--- src/rtl/leak_mult_arbiter_pkg.sv ---
// Shared SNN accelerator constants: fixed-point format and the
// default requester count for the leak multiplier arbiter.
package pa_SnnAccelerator;
  localparam int FP_WIDTH               = 16;  // Q8.8 signed
  localparam int FP_FRAC                = 8;
  localparam int LEAK_ARB_N_REQ_DEFAULT = 8;
endpackage

--- src/rtl/leak_mult_arbiter_qmult.sv ---
// qmult: signed fixed-point multiply. The full product is shifted right by
// FRAC with floor rounding. If the result does not fit in W bits, overflow is
// flagged and the result saturates toward the sign of the full product.
module qmult
  import pa_SnnAccelerator::*;
#(
  parameter int W    = FP_WIDTH,
  parameter int FRAC = FP_FRAC
) (
  input  logic [W-1:0] i_a,
  input  logic [W-1:0] i_b,
  output logic [W-1:0] o_result,
  output logic         o_overflow
);
  logic signed [2*W-1:0] w_a_ext, w_b_ext, w_full, w_shift;
  logic                  w_hi_ones, w_hi_zeros;

  assign w_a_ext    = {{W{i_a[W-1]}}, i_a};
  assign w_b_ext    = {{W{i_b[W-1]}}, i_b};
  assign w_full     = w_a_ext * w_b_ext;
  assign w_shift    = w_full >>> FRAC;
  // The result fits only if the discarded upper bits are a sign extension.
  assign w_hi_ones  = &w_shift[2*W-1:W-1];
  assign w_hi_zeros = ~|w_shift[2*W-1:W-1];
  assign o_overflow = !(w_hi_ones || w_hi_zeros);

  // Saturate on overflow, otherwise keep the low W bits of the scaled product.
  always_comb begin
    o_result = w_shift[W-1:0];
    if (o_overflow)
      o_result = w_shift[2*W-1] ? {1'b1, {(W-1){1'b0}}} : {1'b0, {(W-1){1'b1}}};
  end
endmodule

--- src/rtl/leak_mult_arbiter.sv ---
// leak_mult_arbiter: round-robin share of one qmult among N_REQ neuron
// requesters, one multiply per cycle, responses in grant order.
// Optional macro LEAK_MULT_ARBITER_RSP_REG_EN adds a response register stage.
// Without it, latency is 1. With it, latency is 2.
module leak_mult_arbiter
  import pa_SnnAccelerator::*;
#(
  parameter int N_REQ = LEAK_ARB_N_REQ_DEFAULT,
  parameter int WIDTH = FP_WIDTH
) (
  input  logic                   clk,
  input  logic                   rst,
  input  logic                   en,
  input  logic [N_REQ-1:0]       req_valid,
  input  logic [N_REQ*WIDTH-1:0] req_a,
  input  logic [N_REQ*WIDTH-1:0] req_b,
  output logic [N_REQ-1:0]       req_ready,
  output logic [N_REQ-1:0]       rsp_valid,
  output logic [WIDTH-1:0]       rsp_result,
  output logic                   rsp_overflow,
  output logic                   busy
);
  localparam int PW = $clog2(N_REQ);
`ifdef LEAK_MULT_ARBITER_RSP_REG_EN
  localparam int STAGES = 2;
`else
  localparam int STAGES = 1;
`endif

  logic [PW-1:0]    r_ptr;
  logic [N_REQ-1:0] w_gnt;
  logic [PW-1:0]    w_gnt_idx;
  logic             w_xfer;
  logic [STAGES:1]  r_vld_pipe;
  logic [N_REQ-1:0] r_s1_tag;
  logic [WIDTH-1:0] r_s1_a, r_s1_b;
  logic [WIDTH-1:0] w_prod;
  logic             w_prod_ovf;
  logic             w_out_vld;
  logic [N_REQ-1:0] w_out_tag;
  logic [WIDTH-1:0] w_out_res;
  logic             w_out_ovf;

  // Round-robin search starting at r_ptr; a grant implies a transfer because
  // grants are only issued to requesters that are valid.
  always_comb begin
    logic          found;
    logic [PW:0]   sum;
    logic [PW-1:0] j;
    w_gnt     = '0;
    w_gnt_idx = '0;
    found     = 1'b0;
    for (int k = 0; k < N_REQ; k++) begin
      sum = {1'b0, r_ptr} + (PW+1)'(k);
      if (sum >= (PW+1)'(N_REQ)) sum = sum - (PW+1)'(N_REQ);
      j = sum[PW-1:0];
      if (!found && req_valid[j]) begin
        found     = 1'b1;
        w_gnt_idx = j;
      end
    end
    w_xfer = found && en && !rst;
    if (w_xfer) w_gnt[w_gnt_idx] = 1'b1;
  end

  assign req_ready = w_gnt;

  // Pointer moves just past the winner; it holds when nothing transfers.
  always_ff @(posedge clk) begin
    if (rst)         r_ptr <= '0;
    else if (w_xfer) r_ptr <= (w_gnt_idx == PW'(N_REQ-1)) ? '0 : w_gnt_idx + 1'b1;
  end

  // Stage valid shift register; reset drops everything in flight.
  always_ff @(posedge clk) begin
    if (rst) r_vld_pipe <= '0;
    else begin
      r_vld_pipe[1] <= w_xfer;
      for (int s = 2; s <= STAGES; s++) r_vld_pipe[s] <= r_vld_pipe[s-1];
    end
  end

  // S1 captures the winner's operands and one-hot tag.
  always_ff @(posedge clk) begin
    if (w_xfer) begin
      r_s1_a   <= req_a[w_gnt_idx*WIDTH +: WIDTH];
      r_s1_b   <= req_b[w_gnt_idx*WIDTH +: WIDTH];
      r_s1_tag <= w_gnt;
    end
  end

  qmult #(.W(WIDTH), .FRAC(FP_FRAC)) u_qmult (
    .i_a        (r_s1_a),
    .i_b        (r_s1_b),
    .o_result   (w_prod),
    .o_overflow (w_prod_ovf)
  );

`ifdef LEAK_MULT_ARBITER_RSP_REG_EN
  logic [N_REQ-1:0] r_s2_tag;
  logic [WIDTH-1:0] r_s2_res;
  logic             r_s2_ovf;

  // S2 registers the product so the multiplier path ends at a flop.
  always_ff @(posedge clk) begin
    if (r_vld_pipe[1]) begin
      r_s2_tag <= r_s1_tag;
      r_s2_res <= w_prod;
      r_s2_ovf <= w_prod_ovf;
    end
  end

  assign w_out_vld = r_vld_pipe[2];
  assign w_out_tag = r_s2_tag;
  assign w_out_res = r_s2_res;
  assign w_out_ovf = r_s2_ovf;
`else
  assign w_out_vld = r_vld_pipe[1];
  assign w_out_tag = r_s1_tag;
  assign w_out_res = w_prod;
  assign w_out_ovf = w_prod_ovf;
`endif

  // Responses are zeroed when idle. They are also zeroed during reset, so a
  // response that is in flight when reset arrives is never presented.
  always_comb begin
    rsp_valid    = '0;
    rsp_result   = '0;
    rsp_overflow = 1'b0;
    if (w_out_vld && !rst) begin
      rsp_valid    = w_out_tag;
      rsp_result   = w_out_res;
      rsp_overflow = w_out_ovf;
    end
  end

  assign busy = |r_vld_pipe;
endmodule
--- config.mk ---
export PLATFORM = sky130hd
export DESIGN_NAME = leak_mult_arbiter
export DESIGN_NICKNAME = d
export VERILOG_FILES = /design/src/rtl/leak_mult_arbiter_pkg.sv /design/src/rtl/leak_mult_arbiter_qmult.sv /design/src/rtl/leak_mult_arbiter.sv
export SDC_FILE = /design/constraint.sdc
export NUM_CORES = 1
export LEC_CHECK = 0
export CAP_MARGIN = 20
export CORE_AREA = 2 2 206 249
export CTS_CLUSTER_DIAMETER = 120
export CTS_CLUSTER_SIZE = 25
export DETAILED_ROUTE_END_ITERATION = 10
export DIE_AREA = 0 0 208 251
export PLACE_DENSITY = 0.58
export SYNTH_ARGS = -nofsm -noshare
export SYNTH_HDL_FRONTEND = slang
export SYNTH_SLANG_ARGS = --single-unit
--- constraint.sdc ---
create_clock -name clk -period 11.61 [get_ports clk]
set_clock_uncertainty 0.2 [all_clocks]
set_input_delay 2.322 -clock clk [delete_from_list [all_inputs] [get_ports clk]]
set_output_delay 2.322 -clock clk [all_outputs]
set_load 0.005 [all_outputs]
# [After elaboration in Yosys (flattened, before gate mapping)]
# Cells that the tools add are included.
# W data, S select, Z words.
[totals] register_bits=44 inputBits=267 out_inout_bits=34 elab_cells=116
[classes] n_addsub=16 n_mul=1 n_lt_le_gt_ge=18 eq_ne=1 shift=2 n_mux=49 reduce_logical=24
[ops] op="$shiftx A128 B8 Y16" count=2
[ops] op="$mux W3" count=17
[ops] op="$mux W16" count=3
[ops] op="$lt A3 B4 Y1 const B" count=9
[ops] op="$mul A16 B16 Y32" count=1
[ops] op="$ge A4 B4 Y1 const B" count=7
[ops] op="$bmux W1 S3" count=8
[ops] op="$sub A3 B1 Y3 const B" count=8
[ops] op="$mux W1" count=18
[ops] op="$add A3 B3 Y4 const B" count=4
[ops] op="$mux W8" count=2
[ops] op="$logic_and A1 B1 Y1" count=11
[ops] op="$logic_not A1 Y1" count=10
[ops] op="$reduce_and A9 Y1" count=1
[ops] op="$reduce_or A9 Y1" count=1
[ops] op="$add A3 B2 Y4 const B" count=2
[ops] op="$add A3 B1 Y4 const B" count=1
[ops] op="$ge A3 B4 Y1 const B" count=1
[ops] op="$add A3 B1 Y3 const B" count=1
[ops] op="$demux W1 S3" count=1
[ops] op="$eq A3 B3 Y1 const B" count=1
[ops] op="$ge A3 B1 Y1 const B" count=1
[ops] op="$logic_or A1 B1 Y1" count=1

# [Logic depth before layout (Yosys ltp)]
# Gate-level depths: netlist of the first run.
[logic_depth] word_depth=31 depth_mapped=27 ltp_nobuf=24

# [Modules after synthesis]
# A second synthesis of the first run with hierarchy kept.
[hier_totals] hier_cells=1733 hier_area_um2=15408.5
[by_module_without_submodules] mod="qmult" n_inst=1 cells_each=1147 area_per_inst_um2=10232.3 seq_area_each_um2=0.0
[by_module_without_submodules] mod="leak_mult_arbiter" n_inst=1 cells_each=586 area_per_inst_um2=5176.2 seq_area_each_um2=1281.2

# [Worst setup path before layout of the first run]
# OpenSTA, ideal clock, no wires.
[synth_path] path_kind="register to output" start="register r_s1_a[15]" end="output port rsp_result[10]" arrival_time_ps=6964 required_ps=9088 setup_slack_ps=2124 path_stages_with_launch=26 path_buffers=3 cell_sequence="edfxtp_1 -> clkbuf_1 -> nand2_1 -> inv_1 -> fa_1 -> inv_1 -> fa_1 -> inv_1 -> fa_1 -> fa_1 -> fa_1 -> inv_1 -> fa_1 -> inv_1 -> ha_1 -> clkbuf_1 -> a21oi_1 -> o21ai_0 -> a21o_1 -> a311o_1 -> a21o_1 -> xor2_1 -> or4_1 -> o41ai_4 -> buf_2 -> a211oi_1"
[synth_between] elab_chain_len=6 elab_cells_between_ends=8 cone_classes="1 x mul; 3 x mux; 4 x reduce/logical"
[synth_rtl] element="from (decl)" line="leak_mult_arbiter.sv:36" rtl="logic [WIDTH-1:0] r_s1_a, r_s1_b;"
[synth_rtl] element="from (signal assigned)" line="leak_mult_arbiter.sv:86" rtl="r_s1_a <= req_a[w_gnt_idx*WIDTH +: WIDTH];"
[synth_rtl] element="$mul A16 B16 Y32 *" line="leak_mult_arbiter_qmult.sv:20" rtl="assign w_full = w_a_ext * w_b_ext;"
[synth_rtl] element="$reduce_or A9 Y1" line="leak_mult_arbiter_qmult.sv:24" rtl="assign w_hi_zeros = ~|w_shift[2*W-1:W-1];"
[synth_rtl] element="$logic_not A1 Y1" line="leak_mult_arbiter_qmult.sv:24"
[synth_rtl] element="$logic_or A1 B1 Y1" line="leak_mult_arbiter_qmult.sv:25" rtl="assign o_overflow = !(w_hi_ones || w_hi_zeros);"
[synth_rtl] element="$mux W16 *" line="leak_mult_arbiter_qmult.sv:30" rtl="if (o_overflow)"
[synth_rtl] element="$mux W16 *" line="leak_mult_arbiter.sv:130" rtl="if (w_out_vld && !rst) begin"
[synth_rtl] element="to (decl)" line="leak_mult_arbiter.sv:19" rtl="output logic [WIDTH-1:0] rsp_result,"
# Mark *: on every way between the ends. The rest lies on a longest branch, timed or not.

# [Final worst setup path of the first run]
[layout_path] start="register r_s1_a[15]" end="output port rsp_overflow"
[layout_between] elab_chain_len=6 elab_cells_between_ends=7 cone_classes="1 x mul; 1 x mux; 5 x reduce/logical"
[layout_rtl] element="$mul A16 B16 Y32 *" line="leak_mult_arbiter_qmult.sv:20"
[layout_rtl] element="$reduce_or A9 Y1" line="leak_mult_arbiter_qmult.sv:24"
[layout_rtl] element="$logic_not A1 Y1" line="leak_mult_arbiter_qmult.sv:24"
[layout_rtl] element="$logic_or A1 B1 Y1 *" line="leak_mult_arbiter_qmult.sv:25"
[layout_rtl] element="$logic_not A1 Y1 *" line="leak_mult_arbiter_qmult.sv:25"
[layout_rtl] element="$mux W1 *" line="leak_mult_arbiter.sv:130"
[layout_rtl] element="to (decl)" line="leak_mult_arbiter.sv:20" rtl="output logic rsp_overflow,"
# Marks and branches as above.

==> flow_metrics.tcl, run 1 <==
set metrics [dict create \
    num-fill-cells 5078 \
    io_buffers 300 \
    finalSetupViolCount 0 \
    overflow 0 \
    depth_of_the_worst_register_to_register_path 12 \
    crit_path_max_fanout 16 \
    synthCells 1550 \
    synth-edff-count 40 \
    synth_area_um2 14770 \
    gr-usage-all-layers_pct 17.52 \
    first_global_vias 13050 \
    post-route-period-util_pct 91.70 \
    yosys_register_bits 44 \
    yosys-top-cells-area "sky130_fd_sc_hd__fa_1 (35%), sky130_fd_sc_hd__edfxtp_1 (8.1%), sky130_fd_sc_hd__inv_1 (7.5%)" \
    ys_warn_count 0 \
    drc_markers 0 \
    maxSlewViolCount 0 \
    cp.required_ns 9.09 \
    postCtsSetupRepairBufs 0 \
    syn_nets 2160 \
    design.final.nets 2398 \
    sequential_cell_area_um2 1281 \
    report.final.hold_viol_count 0 \
    multiInputGateArea_um2 11980 \
    worstSetupStartpointType "flip-flop" \
    worst-endpoint-arrival_ns 8.12 \
    number_of_cells_upsized_or_downsized_after_cts 0 \
    clock_pin_slew_on_the_worst_setup_and_hold_paths_ns 0.06 \
    initial_core_util_pct 29.68 \
    drt-wirelength-per-cell_um 18.78 \
    async_flop_share_pct 0 \
    clk_path_buf_depth 2 \
    synth.largest_area_cell "sky130_fd_sc_hd__fa_1" \
    cts_root_buffer "sky130_fd_sc_hd__clkbuf_16" \
    synth_top_area_share_pct 35.37 \
    synth_seq_area_share_pct 8.673 \
    htree_num_levels 2 \
    slew_headroom_pct 23.93 \
    outcome "completed" \
    die_w_um 208 \
    first_pass_iteration_count_of_the_detailed_router 5 \
    finalCoreUtilization_pct 36.95 \
    postRouteAntennaNets 0 \
    core_region_area_um2 49770 \
    leading_cell_types_in_the_layout_fill_and_taps_excluded "sky130_fd_sc_hd__clkdlybuf4s50_1 (300), sky130_fd_sc_hd__inv_1 (295), sky130_fd_sc_hd__fa_1 (261)" \
    postRouteWirelength_mm 45.70 \
    area.growth.synth_to_final_pct 24.49 \
    timing.max_cap.violations 0 \
    total_clock_sinks 44 \
    cp-end-kind "primary output" \
    tritoncts "done" \
    yosysUniqueCellTypes 73 \
    clk-insertion-delay-late_ns 0.29 \
    dpl.hpwl_mm 38.40 \
    layout-drive-gt1-share_pct 7.993 \
    postCtsHoldBufs 0 \
    antenna_found_initial 0 \
    cts-buffers-inserted 5 \
    timing_worst_setup_path_type "reg2out" \
    fmax_ghz 0.09393 \
    fin_crit_ns 10.65 \
    postSynthAreaPerCell_um2 9.531 \
    drt-initial-drc-count 649 \
    grt_first_pass_wirelength_mm 72.47 \
    hold_depth 2 \
    vias_per_cell 4.895 \
    layout_commonest_cell "sky130_fd_sc_hd__clkdlybuf4s50_1" \
    area_enclosed_by_the_die_boundary_um2 52210 \
    grt_start_max_net_pins 80 \
    die_height_um 251 \
    place.gp.congestion 0.9146 \
    grt_setup_unrepaired "no" \
    synth_flop_cell "sky130_fd_sc_hd__edfxtp_1" \
    max_slew.worst_pin.slew_ns 1.141 \
    io-pin-count 301 \
    worst_hold_path_type "reg2reg" \
    setup_total_negative_slack_ns 0 \
    row_count 90 \
    dr_total_vias 11910 \
]
==> synth_stat cells (all sizes together) (39+ instances only) <==
| library cell | count |
|---|---|
| nor2 | 51 |
| mux2 | 71 |
| fa | 261 |
| a21oi | 40 |
| clkbuf | 39 |
| and2 | 126 |
| inv | 296 |
| edfxtp | 40 |
| buf | 39 |
| nand2 | 158 |
| mux2i | 75 |
| ha | 82 |
==> path summary, 6_finish.rpt <==
check,from,endpoint,slack [ns]
setup reg to reg,r_ptr[0],r_s1_b[0],5.14
hold / removal,r_ptr[1],r_ptr[1],0.62
hold reg to reg,r_ptr[1],r_ptr[1],0.62
setup / recovery,r_s1_a[15],rsp_overflow,0.96
==> per-stage QoR <==
stage | hold slack [ns] | setup slack, ns | instances | instance area, um^2
6_report | 0.6179 | 0.9635 | 2434 | 18390
5_1_grt | 0.6558 | 0.4489 | 2433 | 18390
4_1_cts | 0.6248 | 0.9050 | 2433 | 18390
3_5_place_dp | 0.6160 | 1.249 | 2425 | 18250
3_3_place_gp | 0.5982 | 1.350 | 2425 | 18250
2_1_floorplan | 0.5011 | 2.124 | 1550 | 14770
==> metal layers <==
| layer | part of all wire (%) | wire [um] | track usage [%] | vias to the layer above |
|---|---|---|---|---|
| met5 | 0 | 0 | 0 | - |
| met4 | 2.4 | 1096 | 4.478 | 0 |
| met3 | 4.9 | 2241 | 1.899 | 55 |
| met2 | 49 | 22300 | 31.10 | 406 |
| met1 | 44 | 20060 | 22.68 | 5946 |
| li1 | - | - | - | 5507 |
==> critical path, cell delays in order, from the launching register on <==
cell	delay [ns]
sky130_fd_sc_hd__edfxtp_1	0.59
sky130_fd_sc_hd__nand2_1	0.20
sky130_fd_sc_hd__inv_1	0.11
sky130_fd_sc_hd__fa_1	0.72
sky130_fd_sc_hd__inv_1	0.11
sky130_fd_sc_hd__fa_1	0.48
sky130_fd_sc_hd__inv_1	0.31
sky130_fd_sc_hd__fa_1	0.52
sky130_fd_sc_hd__fa_1	0.54
sky130_fd_sc_hd__fa_1	0.50
sky130_fd_sc_hd__inv_1	0.05
sky130_fd_sc_hd__fa_1	0.47
sky130_fd_sc_hd__inv_1	0.04
sky130_fd_sc_hd__ha_1	0.34
sky130_fd_sc_hd__nand2_1	0.11
sky130_fd_sc_hd__nor2_1	0.26
sky130_fd_sc_hd__nand3_1	0.13
sky130_fd_sc_hd__a2111oi_0	0.39
sky130_fd_sc_hd__nor2_1	0.12
sky130_fd_sc_hd__xnor2_1	0.16
sky130_fd_sc_hd__or4_1	0.57
sky130_fd_sc_hd__o41ai_4	0.22
sky130_fd_sc_hd__buf_4	0.26
sky130_fd_sc_hd__a21oi_1	0.12
sky130_fd_sc_hd__clkdlybuf4s50_1	0.50
==> cells by family after synthesis <==
family,after synthesis,share of synthesized area (%)
XOR/XNOR,38,2.253
adder cells (fa/ha/maj),343,42.31
AO/OA/AOI/OAI,199,10.45
multiplexers,159,12.70
flip-flops,44,8.673
AND/OR/NAND/NOR,393,13.23
buffers and inverters,374,10.38
==> sequential cells by signal, indices dropped and copies added, names as in the netlist <==
signal	flops
busy	1
r_s1_tag	8
r_s1_a	16
r_s1_b	16
r_ptr	3
==> area by class of cell <==
cell class                 count  area share, %
antenna                        1        0.01361
multi-input combinational   1132          65.15
clock buffer                   5         0.6803
tap                          644          4.381
timing repair buffer         309          16.69
inverter                     296          6.041
clock inverter                 3        0.07483
sequential                    44          6.966
Power of run 1 is left out: the tool's default activity adds up to more than one toggle a clock period on the data nets, which glitch-free logic cannot reach.
==> run 2, diff against run 1 <==
- SETUP_SLACK_MARGIN: unset -> 0.3
==> results of run 2 <==
The final DEF is identical to that of run 1; final timing and power are the same.
Power of run 2 is left out for the same reason.
==> run 3, diff against run 2 <==
- CORE_AREA: 2 2 206 249 -> 5 5 209 252
- DIE_AREA: 0 0 208 251 -> 0 0 214 257
- clock period: 11.61 -> 12.4 ns (I/O delays scaled with it)
==> run 3 against run 2 <==
Non-clock buffer count down 3. Cell area about the same. Routed wire length grew 0.49%. Hold slack gained 0.023 ns. Flip-flop and latch count is the same. Sequential share of layout area barely moved. Register-to-register slack better by 0.80 ns. Worst setup slack better by 0.080 ns. Via count down 0.55%. Die area rose by 5.3%. Critical path depth down 1. Critical endpoint unchanged. Largest cell class unchanged. Highest routed layer unchanged.
==> flow_metrics.tcl, run 3 (same netlist as run 1, synthesis figures left out) <==
set metrics [dict create \
    clock_pin_slew_on_the_worst_setup_and_hold_paths_ns 0.07 \
    drt-initial-drc-count 513 \
    clk_path_buf_depth 2 \
    timing.max_cap.violations 0 \
    num_antenna_cells 0 \
    grt_setup_unrepaired "no" \
    timing_worst_setup_path_type "reg2out" \
    dr_total_vias 11850 \
    cp-end-kind "primary output" \
    gr-max-usage-layer "met2" \
    postRouteWirelength_mm 45.92 \
    fin_crit_ns 11.36 \
    met3_usage_pct 2.786 \
    outcome "completed" \
    first_pass_iteration_count_of_the_detailed_router 5 \
    htree_num_levels 2 \
    worst_hold_path_type "reg2reg" \
    cp.required_ns 9.72 \
    path_common_cell "sky130_fd_sc_hd__fa_1" \
    first_global_vias 13180 \
    finalInstanceArea_um2 18380 \
    place.gp.congestion 0.8402 \
    postCtsSetupRepairBufs 0 \
    worst-endpoint-arrival_ns 8.68 \
    area.growth.synth_to_final_pct 24.39 \
    slowest_delay_ns 0.82 \
    reg2reg_slack_ns 5.94 \
    worst_slack_ns 1.044 \
    core_region_area_um2 49890 \
    total_clock_sinks 44 \
    timing.critical_path.cells "nand2_1 -> inv_1 -> fa_1 -> inv_1 -> fa_1 -> inv_1 -> fa_1 -> fa_1 -> fa_1 -> inv_1 -> fa_1 -> inv_1 -> ha_1 -> nand2_1 -> nor2_1 -> nand3_1 -> a2111oi_0 -> nor2_1 -> xnor2_1 -> or4_1 -> o41ai_4 -> a21oi_1 -> clkdlybuf4s50_1" \
    die_height_um 257 \
    initial_core_util_pct 29.61 \
    io-pin-count 301 \
    number_of_cells_upsized_or_downsized_after_cts 0 \
    layout-drive-gt1-share_pct 7.839 \
    cts_root_buffer "sky130_fd_sc_hd__clkbuf_16" \
    leading_cell_types_in_the_layout_fill_and_taps_excluded "sky130_fd_sc_hd__clkdlybuf4s50_1 (300), sky130_fd_sc_hd__inv_1 (295), sky130_fd_sc_hd__fa_1 (261)" \
    fmax_ghz 0.08806 \
    die_w_um 214 \
    io_buffers 300 \
    crit_path_max_fanout 16 \
    postRouteAntennaNets 0 \
    tritoncts "done" \
    post-route-period-util_pct 91.58 \
    design.final.nets 2395 \
    drt-wirelength-per-cell_um 18.90 \
    num-fill-cells 5045 \
    gr-usage-met1_pct 20.54 \
    max_slew.worst_pin.slew_ns 1.124 \
    drc_markers 0 \
    antenna_found_initial 0 \
    maxSlewViolCount 0 \
    finalSetupViolCount 0 \
    grt_start_max_net_pins 79 \
    clk-insertion-delay-late_ns 0.28 \
    worstSetupStartpointType "flip-flop" \
    dpl.hpwl_mm 38.80 \
    overflow 0 \
    setup_total_negative_slack_ns 0 \
    area_enclosed_by_the_die_boundary_um2 55000 \
    vias_per_cell 4.876 \
    postCtsHoldBufs 0 \
    biggestRegsByFlops "r_s1_a (16), r_s1_b (16), r_s1_tag (8)" \
    report.final.hold_viol_count 0 \
    grt_first_pass_wirelength_mm 73.11 \
    gr-usage-all-layers_pct 16.37 \
    place_worst_setup_slack_ns 1.282 \
    globalRouteMet2Util_pct 29.46 \
    layout_commonest_cell "sky130_fd_sc_hd__clkdlybuf4s50_1" \
    cts-buffers-inserted 5 \
    critical_path_s_slowest_cell "sky130_fd_sc_hd__o41ai_4" \
    placement_cell_area_um2 18220 \
    slew_headroom_pct 25.08 \
    row_count 90 \
]
run 3: changes by cell type in the layout (fill, tap and decap cells not counted):
cell	previous run	this run
sky130_fd_sc_hd__buf_8	0	1
sky130_fd_sc_hd__buf_4	9	5
sky130_fd_sc_hd__clkbuf_1	0	1
sky130_fd_sc_hd__diode_2	1	0
sky130_fd_sc_hd__clkinv_2	2	1
sky130_fd_sc_hd__clkinvlp_4	0	1
sky130_fd_sc_hd__clkinv_1	1	0
run 3: worst paths after layout:
kind / start / to / depth (start not counted)
setup / recovery: r_s1_b[1] / rsp_overflow / 23
hold / removal: r_ptr[1] / r_ptr[1] / 2
setup reg to reg: r_ptr[0] / r_s1_b[0] / 12
hold reg to reg: r_ptr[1] / r_ptr[1] / 2
run 3: metrics by stage:
step,utilization (%),hold WS (ns),instances
after CTS,36.81,0.6348,2429
after floorplan,-,0.5011,1550
final,36.84,0.6414,2430
after global placement,36.52,0.6015,2421
after detailed placement,36.52,0.6254,2421
after global routing,36.84,0.7040,2430
run 3: worst max-delay path, delay by kind of cell (launching register included):
kind            cells  cell delay, ns
compound gates      3            1.48
buf+inv             6            1.11
flops               1            0.64
simple gates        6            1.46
fa+ha+maj           7            3.52
xor+xnor            1            0.15
run 3: final cells by class:
| class | count | area, um^2 | share of cell area (%) |
|---|---|---|---|
| Clock buffer | 6 | 128.9 | 0.7013 |
| Clock inverter | 2 | 12.51 | 0.06809 |
| Inverter | 296 | 1111 | 6.046 |
| Multi-Input combinational cell | 1132 | 11980 | 65.20 |
| Sequential cell | 44 | 1281 | 6.972 |
| Tap cell | 644 | 805.8 | 4.385 |
| Timing Repair Buffer | 306 | 3055 | 16.63 |
run 3: layer usage:
layer,vias up,part of all wire (%)
met5,-,0
met4,0,2.1
met3,53,6.2
met2,411,50
met1,5883,42
li1,5501,-
Power of run 3 is left out for the same reason.
